File: config.mk
export PLATFORM = sky130hd
export DESIGN_NAME = rgb2ycrcb_sched_flat
export DESIGN_NICKNAME = d
export VERILOG_FILES = /design/src/rtl/jpeg_enc_pkg.sv /design/src/rtl/rgb2ycrcb_sched_if.sv /design/src/rtl/rgb2ycrcb_sched_ycc_fifo.sv /design/src/rtl/rgb2ycrcb_sched.sv /design/src/flat_wrapper.sv
export SDC_FILE = /design/constraint.sdc
export NUM_CORES = 1
export LEC_CHECK = 0
export ABC_CLOCK_PERIOD_IN_PS = 6100
export CAP_MARGIN = 20
export CORE_MARGIN = 3
export CORE_UTILIZATION = 41
export CTS_BUF_LIST = sky130_fd_sc_hd__clkbuf_4 sky130_fd_sc_hd__clkbuf_8
export CTS_CLUSTER_SIZE = 16
export DETAILED_ROUTE_END_ITERATION = 8
export GPL_ROUTABILITY_DRIVEN = 1
export GPL_TIMING_DRIVEN = 1
export PLACE_DENSITY = 0.71
export SYNTH_ARGS = -nofsm -noshare
export SYNTH_HDL_FRONTEND = slang
export SYNTH_SLANG_ARGS = --single-unit
File: constraint.sdc
create_clock -name clk -period 6.1 [get_ports clk]
set_input_delay 1.22 -clock clk [delete_from_list [all_inputs] [get_ports clk]]
set_output_delay 1.22 -clock clk [all_outputs]
set_load 0.02 [all_outputs]
File: src/rtl/jpeg_enc_pkg.sv
// Shared types and constants for the JPEG encoder front end.
`default_nettype none

package jpeg_enc_pkg;

  localparam int PIX_PER_BLOCK = 64;
  localparam int PIX_IDX_W     = 6;

  typedef struct packed {
    logic [7:0] b;
    logic [7:0] g;
    logic [7:0] r;
  } rgb_t;

  typedef struct packed {
    logic [7:0] cr;
    logic [7:0] cb;
    logic [7:0] y;
  } ycc_t;

  typedef enum logic [1:0] {
    IDLE  = 2'd0,
    RUN   = 2'd1,
    DRAIN = 2'd2,
    DONE  = 2'd3
  } sched_state_t;

endpackage

`default_nettype wire

File: src/rtl/rgb2ycrcb_sched_if.sv
// Pixel-side streams of the colour-conversion scheduler: RGB in, tagged YCbCr out.
`default_nettype none

interface rgb2ycrcb_sched_if;
  import jpeg_enc_pkg::*;

  logic in_valid;
  logic in_ready;
  rgb_t in_rgb;
  logic out_valid;
  logic out_ready;
  ycc_t out_ycc;
  logic out_sob;
  logic out_eob;
  logic out_eof;

  // master = pixel source / block-stage sink, slave = scheduler
  modport master (
    output in_valid, in_rgb, out_ready,
    input  in_ready, out_valid, out_ycc, out_sob, out_eob, out_eof
  );

  modport slave (
    input  in_valid, in_rgb, out_ready,
    output in_ready, out_valid, out_ycc, out_sob, out_eob, out_eof
  );

endinterface

`default_nettype wire

File: src/rtl/rgb2ycrcb_sched_ycc_fifo.sv
// Synchronous first-word-fall-through FIFO; push and pop may coincide at any level.
`default_nettype none

module ycc_fifo #(
  parameter  int DEPTH = 8,
  parameter  int WIDTH = 24,
  localparam int AW    = (DEPTH > 1) ? $clog2(DEPTH) : 1,
  localparam int CW    = $clog2(DEPTH + 1)
) (
  input  wire logic             clk,
  input  wire logic             rst,
  input  wire logic             i_push,
  input  wire logic [WIDTH-1:0] i_data,
  input  wire logic             i_pop,
  output logic      [WIDTH-1:0] o_data,
  output logic      [CW-1:0]    o_count,
  output logic                  o_full,
  output logic                  o_empty
);

  logic [WIDTH-1:0] r_mem [DEPTH];
  logic [AW-1:0]    r_rd;
  logic [AW-1:0]    r_wr;
  logic [CW-1:0]    r_count;
  logic             w_do_pop;
  logic             w_do_push;

  assign o_empty   = (r_count == '0);
  assign o_full    = (r_count == CW'(DEPTH));
  assign o_count   = r_count;
  assign o_data    = r_mem[r_rd];
  assign w_do_pop  = i_pop && !o_empty;
  assign w_do_push = i_push && (!o_full || w_do_pop);

  function automatic logic [AW-1:0] next_ptr(input logic [AW-1:0] p);
    return (p == AW'(DEPTH - 1)) ? '0 : p + 1'b1;
  endfunction

  always_ff @(posedge clk) begin
    if (rst) begin
      r_rd    <= '0;
      r_wr    <= '0;
      r_count <= '0;
    end else begin
      if (w_do_push) begin
        r_mem[r_wr] <= i_data;
        r_wr        <= next_ptr(r_wr);
      end
      if (w_do_pop) r_rd <= next_ptr(r_rd);
      case ({w_do_push, w_do_pop})
        2'b10:   r_count <= r_count + 1'b1;
        2'b01:   r_count <= r_count - 1'b1;
        default: r_count <= r_count;
      endcase
    end
  end

endmodule

`default_nettype wire

File: src/rtl/rgb2ycrcb_sched.sv
// Credit-based issue controller around the fixed-latency RGB->YCbCr converter,
// buffering results and tagging block/frame boundaries on the output stream.
`default_nettype none

module rgb2ycrcb_sched
  import jpeg_enc_pkg::*;
#(
  parameter int PIPE_LAT   = 3,
  parameter int FIFO_DEPTH = 8,
  parameter int NB_W       = 16
) (
  input  wire logic            clk,
  input  wire logic            rst,
  input  wire logic            start,
  input  wire logic [NB_W-1:0] num_blocks,
  rgb2ycrcb_sched_if.slave     pix,
  output logic                 dp_enable,
  output rgb_t                 dp_data_in,
  input  wire ycc_t            dp_data_out,
  input  wire logic            dp_enable_out,
  output logic                 busy,
  output logic                 done,
  output logic                 err
);

  localparam int TOT_W = NB_W + PIX_IDX_W;
  localparam int CW    = $clog2(FIFO_DEPTH + 1);
  localparam int IF_W  = $clog2(FIFO_DEPTH + PIPE_LAT + 1);
  localparam int SUM_W = ((CW > IF_W) ? CW : IF_W) + 1;

  sched_state_t         r_state;
  logic [NB_W-1:0]      r_nb;
  logic [TOT_W-1:0]     r_total;
  logic [TOT_W-1:0]     r_issued;
  logic [IF_W-1:0]      r_inflight;
  logic [PIX_IDX_W-1:0] r_pc;
  logic [NB_W-1:0]      r_blk;
  logic                 r_err;
  logic                 r_dp_en;
  rgb_t                 r_dp_data;

  logic [CW-1:0]        w_fifo_count;
  logic                 w_fifo_full;
  logic                 w_fifo_empty;
  logic [23:0]          w_head;
  logic [SUM_W-1:0]     w_occupancy;
  logic                 w_in_ready;
  logic                 w_hs;
  logic                 w_res_ok;
  logic                 w_pop;
  logic                 w_eob;

  // Every issued pixel owns a FIFO slot until popped, so the converter never overruns.
  assign w_occupancy = SUM_W'(w_fifo_count) + SUM_W'(r_inflight);
  assign w_in_ready  = (r_state == RUN) && (w_occupancy < SUM_W'(FIFO_DEPTH)) &&
                       (r_issued < r_total) && !w_fifo_full;
  assign w_hs        = pix.in_valid && w_in_ready;
  assign w_res_ok    = dp_enable_out && (r_inflight != '0);
  assign w_pop       = !w_fifo_empty && pix.out_ready;
  assign w_eob       = !w_fifo_empty && (r_pc == PIX_IDX_W'(PIX_PER_BLOCK - 1));

  ycc_fifo #(
    .DEPTH (FIFO_DEPTH),
    .WIDTH (24)
  ) u_fifo (
    .clk     (clk),
    .rst     (rst),
    .i_push  (w_res_ok),
    .i_data  (dp_data_out),
    .i_pop   (w_pop),
    .o_data  (w_head),
    .o_count (w_fifo_count),
    .o_full  (w_fifo_full),
    .o_empty (w_fifo_empty)
  );

  always_ff @(posedge clk) begin
    if (rst) begin
      r_state    <= IDLE;
      r_nb       <= '0;
      r_total    <= '0;
      r_issued   <= '0;
      r_inflight <= '0;
      r_pc       <= '0;
      r_blk      <= '0;
      r_err      <= 1'b0;
      r_dp_en    <= 1'b0;
      r_dp_data  <= '0;
    end else begin
      r_dp_en <= w_hs;
      if (w_hs) begin
        r_dp_data <= pix.in_rgb;
        r_issued  <= r_issued + 1'b1;
      end
      case ({w_hs, w_res_ok})
        2'b10:   r_inflight <= r_inflight + 1'b1;
        2'b01:   r_inflight <= r_inflight - 1'b1;
        default: r_inflight <= r_inflight;
      endcase
      if (w_pop) begin
        r_pc <= r_pc + 1'b1;
        if (r_pc == PIX_IDX_W'(PIX_PER_BLOCK - 1)) r_blk <= r_blk + 1'b1;
      end
      // A result with nothing outstanding is orphaned (e.g. reset mid-frame).
      if (dp_enable_out && (r_inflight == '0)) r_err <= 1'b1;
      else if (start && (r_state == IDLE))    r_err <= 1'b0;

      case (r_state)
        IDLE: if (start) begin
          r_nb     <= num_blocks;
          r_total  <= {num_blocks, {PIX_IDX_W{1'b0}}};
          r_issued <= '0;
          r_pc     <= '0;
          r_blk    <= '0;
          r_state  <= (num_blocks != '0) ? RUN : DONE;
        end
        RUN:     if (r_issued == r_total) r_state <= DRAIN;
        DRAIN:   if ((r_inflight == '0) && w_fifo_empty) r_state <= DONE;
        DONE:    r_state <= IDLE;
        default: r_state <= IDLE;
      endcase
    end
  end

  assign pix.in_ready  = w_in_ready;
  assign pix.out_valid = !w_fifo_empty;
  assign pix.out_ycc   = ycc_t'(w_head);
  assign pix.out_sob   = !w_fifo_empty && (r_pc == '0);
  assign pix.out_eob   = w_eob;
  assign pix.out_eof   = w_eob && (r_blk == r_nb - 1'b1);

  assign dp_enable  = r_dp_en;
  assign dp_data_in = r_dp_data;
  assign busy       = (r_state != IDLE);
  assign done       = (r_state == DONE);
  assign err        = r_err;

endmodule

`default_nettype wire
File: src/flat_wrapper.sv
// flat-port wrapper written by rule: the top's interface ports become plain ports
module rgb2ycrcb_sched_flat import jpeg_enc_pkg::*;
#(
  parameter int PIPE_LAT   = 3,
  parameter int FIFO_DEPTH = 8,
  parameter int NB_W       = 16
)
  (clk, rst, start, num_blocks, dp_enable, dp_data_in, dp_data_out, dp_enable_out, busy, done, err, pix_in_valid, pix_in_rgb, pix_out_ready, pix_in_ready, pix_out_valid, pix_out_ycc, pix_out_sob, pix_out_eob, pix_out_eof);
  rgb2ycrcb_sched_if pix_i ();
  input  wire logic clk;
  input  wire logic rst;
  input  wire logic start;
  input  wire logic [NB_W-1:0] num_blocks;
  output logic dp_enable;
  output rgb_t dp_data_in;
  input  wire ycc_t dp_data_out;
  input  wire logic dp_enable_out;
  output logic busy;
  output logic done;
  output logic err;
  input wire logic [$bits(pix_i.in_valid)-1:0] pix_in_valid;
  input wire logic [$bits(pix_i.in_rgb)-1:0] pix_in_rgb;
  input wire logic [$bits(pix_i.out_ready)-1:0] pix_out_ready;
  output wire logic [$bits(pix_i.in_ready)-1:0] pix_in_ready;
  output wire logic [$bits(pix_i.out_valid)-1:0] pix_out_valid;
  output wire logic [$bits(pix_i.out_ycc)-1:0] pix_out_ycc;
  output wire logic [$bits(pix_i.out_sob)-1:0] pix_out_sob;
  output wire logic [$bits(pix_i.out_eob)-1:0] pix_out_eob;
  output wire logic [$bits(pix_i.out_eof)-1:0] pix_out_eof;
  assign pix_i.in_valid = pix_in_valid;
  assign pix_i.in_rgb = pix_in_rgb;
  assign pix_i.out_ready = pix_out_ready;
  assign pix_in_ready = pix_i.in_ready;
  assign pix_out_valid = pix_i.out_valid;
  assign pix_out_ycc = pix_i.out_ycc;
  assign pix_out_sob = pix_i.out_sob;
  assign pix_out_eob = pix_i.out_eob;
  assign pix_out_eof = pix_i.out_eof;
  rgb2ycrcb_sched #(.PIPE_LAT(PIPE_LAT), .FIFO_DEPTH(FIFO_DEPTH), .NB_W(NB_W)) u_core (.clk(clk), .rst(rst), .start(start), .num_blocks(num_blocks), .pix(pix_i), .dp_enable(dp_enable), .dp_data_in(dp_data_in), .dp_data_out(dp_data_out), .dp_enable_out(dp_enable_out), .busy(busy), .done(done), .err(err));
endmodule
==> key figures, run 1 <==
Timing
  – TNS Setup: 0 ps
  – Final number of setup-violating endpoints: 0
  – Worst slew margin: a little over a third
  – Period utilisation layout: roughly four fifths
  – Max-slew violations: 0
  – Post-route setup slack: 1160 ps
  – Min Hold Slack: 462 ps
  – RSZ-0062 raised after global routing: false
  – Fmax: 0.202 GHz
  – Tmin final: 4940 ps
  – Skew final: 48.1 ps
  – Least-Margin Pin Slew: 970 ps
  – Final Hold Fails: 0

Logic synthesis
  – Post-Syn Area: 12800 µm²
  – Syn_nets: 1054
  – Post-synthesis compound-gate area fraction: 5.07%
  – Yosys cell types: 56
  – Simple-gate share of the synthesized area: 10.7%
  – Synth Instances: ~940
  – YS warnings: 0
  – Synth Area in Adders: 4.12%
  – Top FF cell, synth: edfxtp_1
  – Synth async-reset ratio: 0%
  – Largest family of logic cells by synthesized area: multiplexers
  – Seq/Total Area, Yosys: 61.5%
  – XOR/XNOR share of the synthesized area: under 10%
  – Multiplexer share of the synthesized area: between 10% and 20%
  – Flops & latches, synth: 297
  – Post-synth EDFFs: 192
  – Syn avg cell area: 13.6 µm²

Floorplanning
  – I/O Pins: 127
  – Die height: roughly 180 µm
  – Initial core utilization: 41.7%
  – Num rows: 64
  – Die Wd: 183 µm
  – Full die area: roughly 33000 µm²
  – Core area: 30700 µm²

Clock tree
  – Worst-path clk slew: about 70 ps
  – CTS tree: yes
  – Setup bufs post-CTS: 0
  – Max Root-Sink Buffers: 3
  – # clock sinks: 297
  – Worst skew pair latency: 600 ps
  – Root Buffer: clkbuf_8
  – Resized cells post-CTS: 0
  – Htree depth: 2
  – Hold_buf cts: 0
  – Total CTS buffers: 47

Drt
  – Final WL: between 20000 and 30000 µm
  – DR iter-0 viols: 478
  – DRC Markers: 0
  – Vias: 7966
  – Detailed-route wire length per cell: 17.4 µm
  – Detail Route Antenna Nets: 0
  – Vias per cell: 5.24
  – DRT Pass-1 Iters: 4

Run status
  – Status: finished, final reports clean

Cells and area
  – FF/Latch Area: approximately 7900 µm²
  – Share of layout cells above drive strength 1: 16.4%
  – Post-route cell area: 15500 µm²
  – Synthesis-to-layout area growth: 20.7%
  – Fin nets: 1201
  – ANT cells: 0
  – Multi-input gate area: 4650 µm²
  – # fillers: 2600

Pwr
  – Flop pwr share: between 40% and 50%
  – Combinational fraction of design power: 26.2%
  – Tot Pwr: approximately 5.5 mW
  – Internal power: around 3.8 mW
  – Net Sw Frac: slightly above 30%
  – Leakage: 5.40 nW
  – Psw: 1.68 mW
  – Cell Pwr Density: 357 nW/µm²
  – Power share of the clock group: around 30%
  – Worst ir drop on vdd: approximately 0.00026 V

GRT
  – GRT overflow: 0
  – Vias in the first global route: 8072
  – Largest net degree at the start of global routing: 61
  – Initial antenna violation count: 0
  – First-pass GRT wire length: about 42000 µm
  – Overall Global Routing Usage: 15.7%

Critical path
  – Top delay family on crit path: simple AND/OR/NAND/NOR gates
  – CP Buf/Inv Count: 2
  – Cell breakdown of the critical path: inv_1, ha_1, xor2_1, o211ai_1, or4_1, a2111oi_2, o2111ai_1, nor4_2, clkdlybuf4s50_1
  – Setup crit end kind: primary output
  – Crit path kind: register to primary output
  – CP arrival: 3720 ps
  – CP Launch Type: register
  – Slowest stage cell, crit path: clkdlybuf4s50_1
  – Critical path depth: 9
  – Max FO, Critical Path: 6
  – Worst reg-to-reg path cell count: 14
  – CP peak stage delay: between 600 and 700 ps
  – Worst path required time: 4880 ps

Placement
  – Port bufs: 126
  – Placed inst area: 14500 µm²
  – Setup WS pre-CTS: 1810 ps
  – Routability congestion estimate: 0.882
  – Final HPWL DP: 16800 µm

Worst hold path
  – HP Class: register to register
  – Worst Hold Depth: 2

Flow run
  – Max_cap viols: 0
-- layout by cell type, fill, tap and decap left out, types with 4 or more instances in the layout --
cell	synthesis	final
clkinv_2	0	12
and3_1	11	11
inv_1	37	37
nand4b_1	4	4
and2_1	6	6
clkbuf_8	0	51
a21o_1	4	4
nor4_1	7	6
nand2b_1	5	5
dfxtp_1	105	103
clkdlybuf4s50_1	0	125
nor2_1	79	76
clkinv_1	0	8
mux2_2	25	25
nand2_1	67	67
or4_1	13	13
clkbuf_4	0	8
o31ai_1	10	10
xor2_1	26	26
mux4_2	48	48
buf_4	1	14
mux2i_1	29	29
xnor2_1	21	21
edfxtp_1	192	192
nand3_1	17	17
or3_1	12	12
o21ai_0	21	21
nand4_1	18	18
nor3_1	15	12
ha_1	39	39
nor4_2	3	4
a21oi_1	52	52
-- worst register-to-register path: stages (launching register included) --
cell and delay (ps):
dfxtp_1 460, inv_1 110, ha_1 310, nand4_1 150, nor3_1 290, o21ai_0 200
nand4_1 130, buf_4 450, ha_1 330, ha_1 240, a21o_1 190, a21oi_1 170
xnor2_1 100, or3_1 310, a21oi_1 140
-- state kept, by name, indices dropped and copies added, names as in the netlist, 4 cells and up, named ones only --
register and cells:
u_core.dp_data_in 24, u_core.r_nb 16, u_core.u_fifo.o_count 4, u_core.r_blk 16, u_core.r_pc 6, u_core.r_issued 22, u_core.r_inflight 4, u_core.u_fifo.r_mem 192
-- power by group through the flow --
| stage | clock (mW) | sequential, mW | combinational [mW] |
|---|---|---|---|
| after floorplan | 0 | 2.38 | 1.06 |
| after global placement | 0 | 2.46 | 1.43 |
| after detailed placement | 0 | 2.47 | 1.45 |
| after CTS | 1.71 | 2.42 | 1.46 |
| after global routing | 1.82 | 2.44 | 1.57 |
| final | 1.66 | 2.42 | 1.45 |
-- cells in the mapped netlist (3+ instances only) --
master    number  area, µm²
mux4_2        48       1080
clkbuf_1      28        105
a211oi_1       3       22.5
nand3_1       17       85.1
and3_1        11       68.8
and4_1         3       26.3
dfxtp_1      105       2100
nor2_1        79        297
buf_1          5       18.8
nor4_2         3       37.5
edfxtp_1     192       5770
mux2_2        25        282
nor4b_1        3       26.3
buf_2          7       35.0
o21ai_0       21        105
xnor2_1       21        184
xor2_1        26        228
nor3_1        15       75.1
o31ai_1       10       75.1
a21o_1         4       30.0
nand4b_1       4       35.0
and2_1         6       37.5
nor4_1         7       43.8
inv_1         37        139
nand2_1       67        251
nand2b_1       5       31.3
a21oi_1       52        260
nand4_1       18        113
ha_1          39        488
mux2i_1       29        290
or4_1         13       97.6
or3_1         12       75.1
-- layer usage --
| metal | vias up | share of wire [%] | GRT usage, % |
|---|---|---|---|
| li1 | 3827 | - | - |
| met1 | 3900 | 43 | 20.6 |
| met2 | 191 | 49 | 26.6 |
| met3 | 48 | 5.6 | 3.23 |
| met4 | 0 | 2.1 | 4.45 |
| met5 | - | 0 | 0 |
-- stage by stage --
step           util [%]  instances
2_1_floorplan         -        943
3_3_place_gp       47.3       1437
3_5_place_dp       47.3       1437
4_1_cts            50.4       1520
5_1_grt            50.4       1520
6_report           50.4       1520
-- cell families after synthesis --
kind of cell             count (synthesis)
buffers and inverters                   79
flip-flops                             297
AO/OA/AOI/OAI                          107
adder cells (fa/ha/maj)                 41
AND/OR/NAND/NOR                        270
multiplexers                           102
XOR/XNOR                                47
-- layout make-up --
cell class                      count  share of cell area [%]
Tap cell                          396                    3.21
Inverter                           37                   0.899
Clock inverter                     24                    1.09
Multi-Input combinational cell    567                    30.1
Sequential cell                   297                    51.0
Clock buffer                       59                    4.93
Timing Repair Buffer              140                    8.81
-- worst paths after layout --
path | slack, ps | to | from
setup reg to reg | 2430 | u_core.r_inflight[3] | u_core.r_nb[9]
hold / removal | 460 | register | u_core.u_fifo.r_rd[1]
setup / recovery | 1160 | pix_out_eof | u_core.r_nb[0]
hold reg to reg | 460 | register | u_core.u_fifo.r_rd[1]
Note: power is estimated with default switching activity, not from simulation.
==> inputs of run 2 (changes only) <==
--- a/config.mk
+++ b/config.mk
@@ -5,7 +5,7 @@
 export SDC_FILE = /design/constraint.sdc
 export NUM_CORES = 1
 export LEC_CHECK = 0
-export ABC_CLOCK_PERIOD_IN_PS = 6100
+export ABC_CLOCK_PERIOD_IN_PS = 4200
 export CAP_MARGIN = 20
 export CORE_MARGIN = 3
 export CORE_UTILIZATION = 41
@@ -14,7 +14,7 @@
 export DETAILED_ROUTE_END_ITERATION = 8
 export GPL_ROUTABILITY_DRIVEN = 1
 export GPL_TIMING_DRIVEN = 1
-export PLACE_DENSITY = 0.71
+export PLACE_DENSITY = 0.73
 export SYNTH_ARGS = -nofsm -noshare
 export SYNTH_HDL_FRONTEND = slang
 export SYNTH_SLANG_ARGS = --single-unit
==> constraint.sdc (replaced) <==
create_clock -name clk -period 4.2 [get_ports clk]
set_input_delay 0.84 -clock clk [delete_from_list [all_inputs] [get_ports clk]]
set_output_delay 0.84 -clock clk [all_outputs]
set_load 0.02 [all_outputs]
==> run 2 against run 1 <==
Hold slack better by 15 ps. Via count increased by 0.24%. First-iteration DRC count increased by 19%. Sequential cell count stayed put. Clock-buffer cell count is 8 higher. Critical path depth is the same. Core utilization grew 0.37 points. Register-to-register slack worse by 1400 ps. Critical path type unchanged. Global-route usage is 0.16 points lower. Largest power group unchanged. Final area is 0.74% higher. Routed wire length is 0.96% lower. Total power rose by 47%.
==> key figures, run 2 (synthesized netlist as in run 1, its figures left out) <==
Placement
  – Routability congestion estimate: 0.890
  – Port bufs: 126
  – Final HPWL DP: 16500 µm
  – Post-placement cell count: 1440

Timing
  – Skew final: 30.6 ps
  – Final Hold Fails: 0
  – Final number of setup-violating endpoints: 0
  – Worst slew margin: 52.4%
  – TNS Setup: 0 ps
  – Period utilisation layout: between 90% and 100%
  – Fmax: between 0.2 and 0.3 GHz
  – Tmin final: approximately 4000 ps
  – Max-slew violations: 0
  – Least-Margin Pin Slew: roughly 700 ps

Cells and area
  – # fillers: 2586
  – ANT cells: 0
  – Most common cell after layout, fill and taps aside: edfxtp_1
  – Most frequent cells in the layout: edfxtp_1 (192), clkdlybuf4s50_1 (124), dfxtp_1 (101)
  – Final Non-Filler Cells: approximately 1500
  – Largest Register: u_core.u_fifo.r_mem
  – Fin nets: 1205
  – FF/Latch Area: 7880 µm²
  – Share of layout cells above drive strength 1: between 10% and 20%
  – Number of flip-flops in the largest register: ~190
  – Multi-input gate area: 4700 µm²
  – Synthesis-to-layout area growth: 21.6%

Floorplanning
  – Core area: 30700 µm²
  – I/O Pins: about 130
  – Num rows: 64
  – Die Wd: 183 µm
  – Die height: 183 µm
  – Initial core utilization: 41.7%
  – Full die area: 33400 µm²

Drt
  – DRT Pass-1 Iters: 5
  – Detailed-route wire length per cell: 17.1 µm
  – Detail Route Antenna Nets: 0
  – Final WL: 26200 µm
  – DR iter-0 viols: 569
  – Vias: 7985
  – DRC Markers: 0
  – Vias per cell: 5.23

Critical path
  – Setup crit end kind: primary output
  – CP Launch Type: register
  – Crit path from: u_core.r_nb[1]
  – Cell breakdown of the critical path: inv_1, ha_2, or4b_4, or3_4, nor4b_2, xnor2_1, o21ai_0, nor4_2, buf_2
  – Crit Reg-Reg Startpoint: u_core.r_nb[13]
  – Worst path required time: 3360 ps
  – Slowest stage cell, crit path: or4b_4
  – Crit path kind: register to primary output
  – CP arrival: ~3200 ps
  – Max FO, Critical Path: 5
  – CP peak stage delay: 520 ps

Clock tree
  – Htree depth: 2
  – Worst-path clk slew: 60 ps
  – Max Root-Sink Buffers: 3
  – # clock sinks: between 200 and 300
  – Total CTS buffers: 48
  – Root Buffer: clkbuf_8
  – Worst skew pair latency: 590 ps
  – CTS tree: yes
  – Hold_buf cts: 0

Worst hold path
  – Hold Startpoint: u_core.r_nb[1]
  – HP Class: register to register

GRT
  – GRT overflow: 0
  – M3 GR Usage: 3.13%
  – Initial antenna violation count: 0
  – Met1 usage: roughly a fifth
  – Most used routing layer: met2
  – Met2 GRT Util: 25.8%
  – Vias in the first global route: ~8000
  – Overall Global Routing Usage: 15.5%
  – First-pass GRT wire length: around 42000 µm
  – Largest net degree at the start of global routing: 49

Pwr
  – Worst ir drop on vdd: about 0.00034 V
  – Cell Pwr Density: 522 nW/µm²
  – Leakage: 5.44 nW
  – Tot Pwr: 8.12 mW

Run status
  – Status: finished, final reports clean

Flow run
  – Max_cap viols: 0
[run 2: cell count changes in the layout (fill, tap and decap cells not counted), sizes merged]
cell / previous run / this run
buf: 15 / 19
clkdlybuf4s50: 125 / 124
clkinv: 21 / 17
clkbuf: 59 / 67
[run 2: stage by stage]
step                      util (%)  setup WS, ps  hold WS [ps]  area [µm²]
after floorplan                  -           600           450       12800
after global placement        47.5           231           460       14600
after detailed placement      47.5           261           471       14600
after CTS                     50.7          4.63           486       15500
after global routing          50.8         -7.36           497       15600
final                         50.8           203           477       15600
[run 2: path summary, 6_finish.rpt]
path                                              to  slack, ps  depth (start not counted)
worst min-delay path                  u_core.r_nb[1]        480                          2
worst max-delay path                     pix_out_eof        200                          9
worst min register to register        u_core.r_nb[1]        480                          2
worst max register to register  u_core.r_inflight[3]       1030                         13
[run 2: routing by layer]
layer,up-vias,part of all wire (%)
li1,3849,-
met1,3861,43
met2,223,49
met3,52,6.6
met4,0,2.1
met5,-,0
[run 2: where the power goes]
part           internal, mW  total [mW]  leakage, nW  switching [mW]
clock network          1.33        2.45        0.512            1.12
registers              3.26        3.43         2.58           0.169
logic                  1.09        2.24         2.35            1.15
total                  5.68        8.12         5.44            2.44
[run 2: cell type report]
cell class	count	area share, %
Clock buffer	67	5.24
Clock inverter	20	0.941
Inverter	37	0.892
Multi-Input combinational cell	567	30.2
Sequential cell	297	50.6
Tap cell	396	3.18
Timing Repair Buffer	143	8.94
[run 2: worst max-delay path, delay by kind of cell, from the launching register on]
family / cells / cell delay, ps
XOR/XNOR: 1 / 150
flip-flops: 1 / 330
AND/OR/NAND/NOR: 4 / 1450
buffers and inverters: 2 / 300
AO/OA/AOI/OAI: 1 / 120
adder cells (fa/ha/maj): 1 / 220
[run 2: repair_timing]
item                       in CTS  in global routing
setup endpoints to repair       1                  1
pin swaps                       1                  4
buffers inserted                0                  0
gates resized for setup         5                  8
==> inputs of run 3 (changes only) <==
--- a/config.mk
+++ b/config.mk
@@ -12,9 +12,10 @@
 export CTS_BUF_LIST = sky130_fd_sc_hd__clkbuf_4 sky130_fd_sc_hd__clkbuf_8
 export CTS_CLUSTER_SIZE = 16
 export DETAILED_ROUTE_END_ITERATION = 8
-export GPL_ROUTABILITY_DRIVEN = 1
+export DONT_BUFFER_PORTS = 1
+export GPL_ROUTABILITY_DRIVEN = 0
 export GPL_TIMING_DRIVEN = 1
-export PLACE_DENSITY = 0.73
+export PLACE_DENSITY = 0.63
 export SYNTH_ARGS = -nofsm -noshare
 export SYNTH_HDL_FRONTEND = slang
 export SYNTH_SLANG_ARGS = --single-unit
==> run 3 against run 2 <==
Final area shrank 7.2%. Clock power grew 11%. Largest power group unchanged. Fmax shrank 0.25%. Combinational power shrank 17%. Critical path type unchanged. Critical path depth shrank 1. Highest routed layer unchanged. Non-clock buffer count shrank 124. Setup slack lost 10 ps. Register-to-register slack gained 20 ps.
==> key figures, run 3 (synthesized netlist as in run 1, its figures left out) <==
Run status
  – Status: finished, final reports clean

Clock tree
  – Worst skew pair latency: 590 ps
  – # clock sinks: 297
  – Worst-path clk slew: about 60 ps
  – CTS tree: yes
  – Root Buffer: clkbuf_8
  – Total CTS buffers: 48
  – Htree depth: 2
  – Setup bufs post-CTS: 0
  – Max Root-Sink Buffers: 3

Drt
  – Detail Route Antenna Nets: 0
  – DRC Markers: 0
  – DR iter-0 viols: 428
  – Vias per cell: ~5.4
  – DRT Pass-1 Iters: 4
  – Detailed-route wire length per cell: 18.5 µm
  – Final WL: 26000 µm
  – Vias: 7534

GRT
  – Most used routing layer: met2
  – M3 GR Usage: between 3 and 4%
  – Initial antenna violation count: 0
  – Vias in the first global route: ~7600
  – Met1 usage: 20.6%
  – Overall Global Routing Usage: about 16%
  – First-pass GRT wire length: 41500 µm
  – Met2 GRT Util: 25.8%
  – Largest net degree at the start of global routing: between 60 and 70
  – GRT overflow: 0

Pwr
  – Worst ir drop on vdd: 0.000409 V
  – Power share of the clock group: 33.9%
  – Psw: around 2.4 mW
  – Internal power: 5.61 mW
  – Cell Pwr Density: 554 nW/µm²
  – Flop pwr share: 43.0%
  – Combinational fraction of design power: 23.1%
  – Leakage: 5.03 nW
  – Net Sw Frac: approximately 30%

Cells and area
  – Final Non-Filler Cells: 1405
  – # fillers: ~2700
  – Most frequent cells in the layout: edfxtp_1 (192), dfxtp_1 (102), nor2_1 (76)
  – Share of layout cells above drive strength 1: 19.8%
  – Final design utilization: 47.1%
  – Synthesis-to-layout area growth: 12.9%
  – Largest Register: u_core.u_fifo.r_mem
  – Number of flip-flops in the largest register: 192
  – Fin nets: 1081
  – ANT cells: 0
  – Most common cell after layout, fill and taps aside: edfxtp_1

Critical path
  – CP arrival: roughly 3200 ps
  – R2R setup slack: between 1000 and 1500 ps
  – CP peak stage delay: about 520 ps
  – Worst reg-to-reg path cell count: 13
  – Max FO, Critical Path: 5
  – RR Endpoint: u_core.r_inflight[3]
  – Slowest stage cell, crit path: or4b_4
  – Crit path kind: register to primary output
  – CP Launch Type: register
  – Worst path required time: 3360 ps
  – Crit Reg-Reg Startpoint: u_core.r_nb[13]
  – Crit path from: u_core.r_nb[1]
  – Setup crit end kind: primary output
  – Cell breakdown of the critical path: inv_1, ha_1, or4b_4, or3_1, nor4b_2, xnor2_1, o21ai_0, nor4_4
  – Critical Path End: pix_out_eof

Timing
  – Final Hold Fails: 0
  – Final number of setup-violating endpoints: 0
  – Fmax: 0.250 GHz
  – Max-slew violations: 0
  – Tmin final: ~4000 ps
  – Period utilisation layout: between 90% and 100%
  – TNS Setup: 0 ps
  – Post-route setup slack: 193 ps
  – Skew final: around 49 ps
  – Worst slew margin: 47.3%
  – Least-Margin Pin Slew: 783 ps
  – RSZ-0062 raised after global routing: false

Floorplanning
  – I/O Pins: 127
  – Die Wd: roughly 180 µm
  – Num rows: 64
  – Initial core utilization: 41.7%
  – Core area: around 31000 µm²
  – Full die area: around 33000 µm²
  – Die height: 183 µm

Placement
  – Post-placement cell count: about 1300
  – Port bufs: 0
  – Final HPWL DP: 16500 µm
  – Setup WS pre-CTS: 616 ps

Worst hold path
  – HP Class: input pin to register

Flow run
  – Max_cap viols: 0
==> run 3: cell types whose count changed in the layout (fill, tap and decap cells not counted), sizes merged <==
| cell | before | now |
|---|---|---|
| clkinv | 17 | 14 |
| inv | 39 | 38 |
| clkdlybuf4s50 | 124 | 0 |
| clkinvlp | 0 | 2 |
| bufinv | 1 | 4 |
| clkbuf | 67 | 68 |
==> run 3: layer usage <==
metal / wire length [µm] / vias up
met5: 0 / -
met4: 506 / 0
met3: 1570 / 46
met2: 12700 / 158
met1: 11300 / 3728
li1: - / 3602
==> run 3: area by class of cell <==
class	count	area, µm²	area share [%]
clock buffer	68	842	5.83
clock inverter	21	241	1.67
timing repair buffer	19	168	1.16
multi-input combinational	567	4690	32.5
tap	396	495	3.43
inverter	37	139	0.961
sequential	297	7870	54.5
==> run 3: how the worst min path moves through the flow <==
stage	startpoint	endpoint	cells after the start
3_5_place_dp	u_core.u_fifo.r_rd[1]	register	2
2_1_floorplan	u_core.u_fifo.r_rd[1]	register	2
5_1_grt	dp_data_out[13]	u_core.u_fifo.r_mem[6][13]	0
3_3_place_gp	u_core.u_fifo.r_rd[1]	register	2
6_report	rst	u_core.r_nb[2]	1
4_1_cts	dp_data_out[12]	u_core.u_fifo.r_mem[0][12]	0
==> run 3: critical path: cells and delay by family (launching register included) <==
kind / cells / cell delay (ps)
and+or+nand+nor: 4 / 1610
DFF: 1 / 330
adders and majority gates: 1 / 230
xor gates and xnor gates: 1 / 160
AOI/OAI and AO/OA: 1 / 160
buffers and inverters: 1 / 90
==> run 3: repair_timing <==
action,in CTS,in global routing
resized for setup,1,3
pin swaps,0,1
endpoints found under the setup margin,1,1
hold buffers,0,0
==> run 3: power by group through the flow <==
| stage | sequential, mW | clock, mW | combinational [mW] |
|---|---|---|---|
| final | 3.44 | 2.71 | 1.85 |
| after global routing | 3.46 | 2.96 | 2.05 |
| after CTS | 3.44 | 2.81 | 1.87 |
| after detailed placement | 3.50 | 0 | 1.85 |
| after global placement | 3.49 | 0 | 1.84 |
| after floorplan | 3.45 | 0 | 1.54 |
==> run 3: metrics by stage <==
step | hold slack (ps) | area (µm²) | total power [mW]
6_report | 334 | 14400 | 8.01
5_1_grt | 286 | 14400 | 8.47
4_1_cts | 296 | 14400 | 8.12
3_5_place_dp | 457 | 13300 | 5.36
3_3_place_gp | 455 | 13300 | 5.33
2_1_floorplan | 450 | 12800 | 5.00
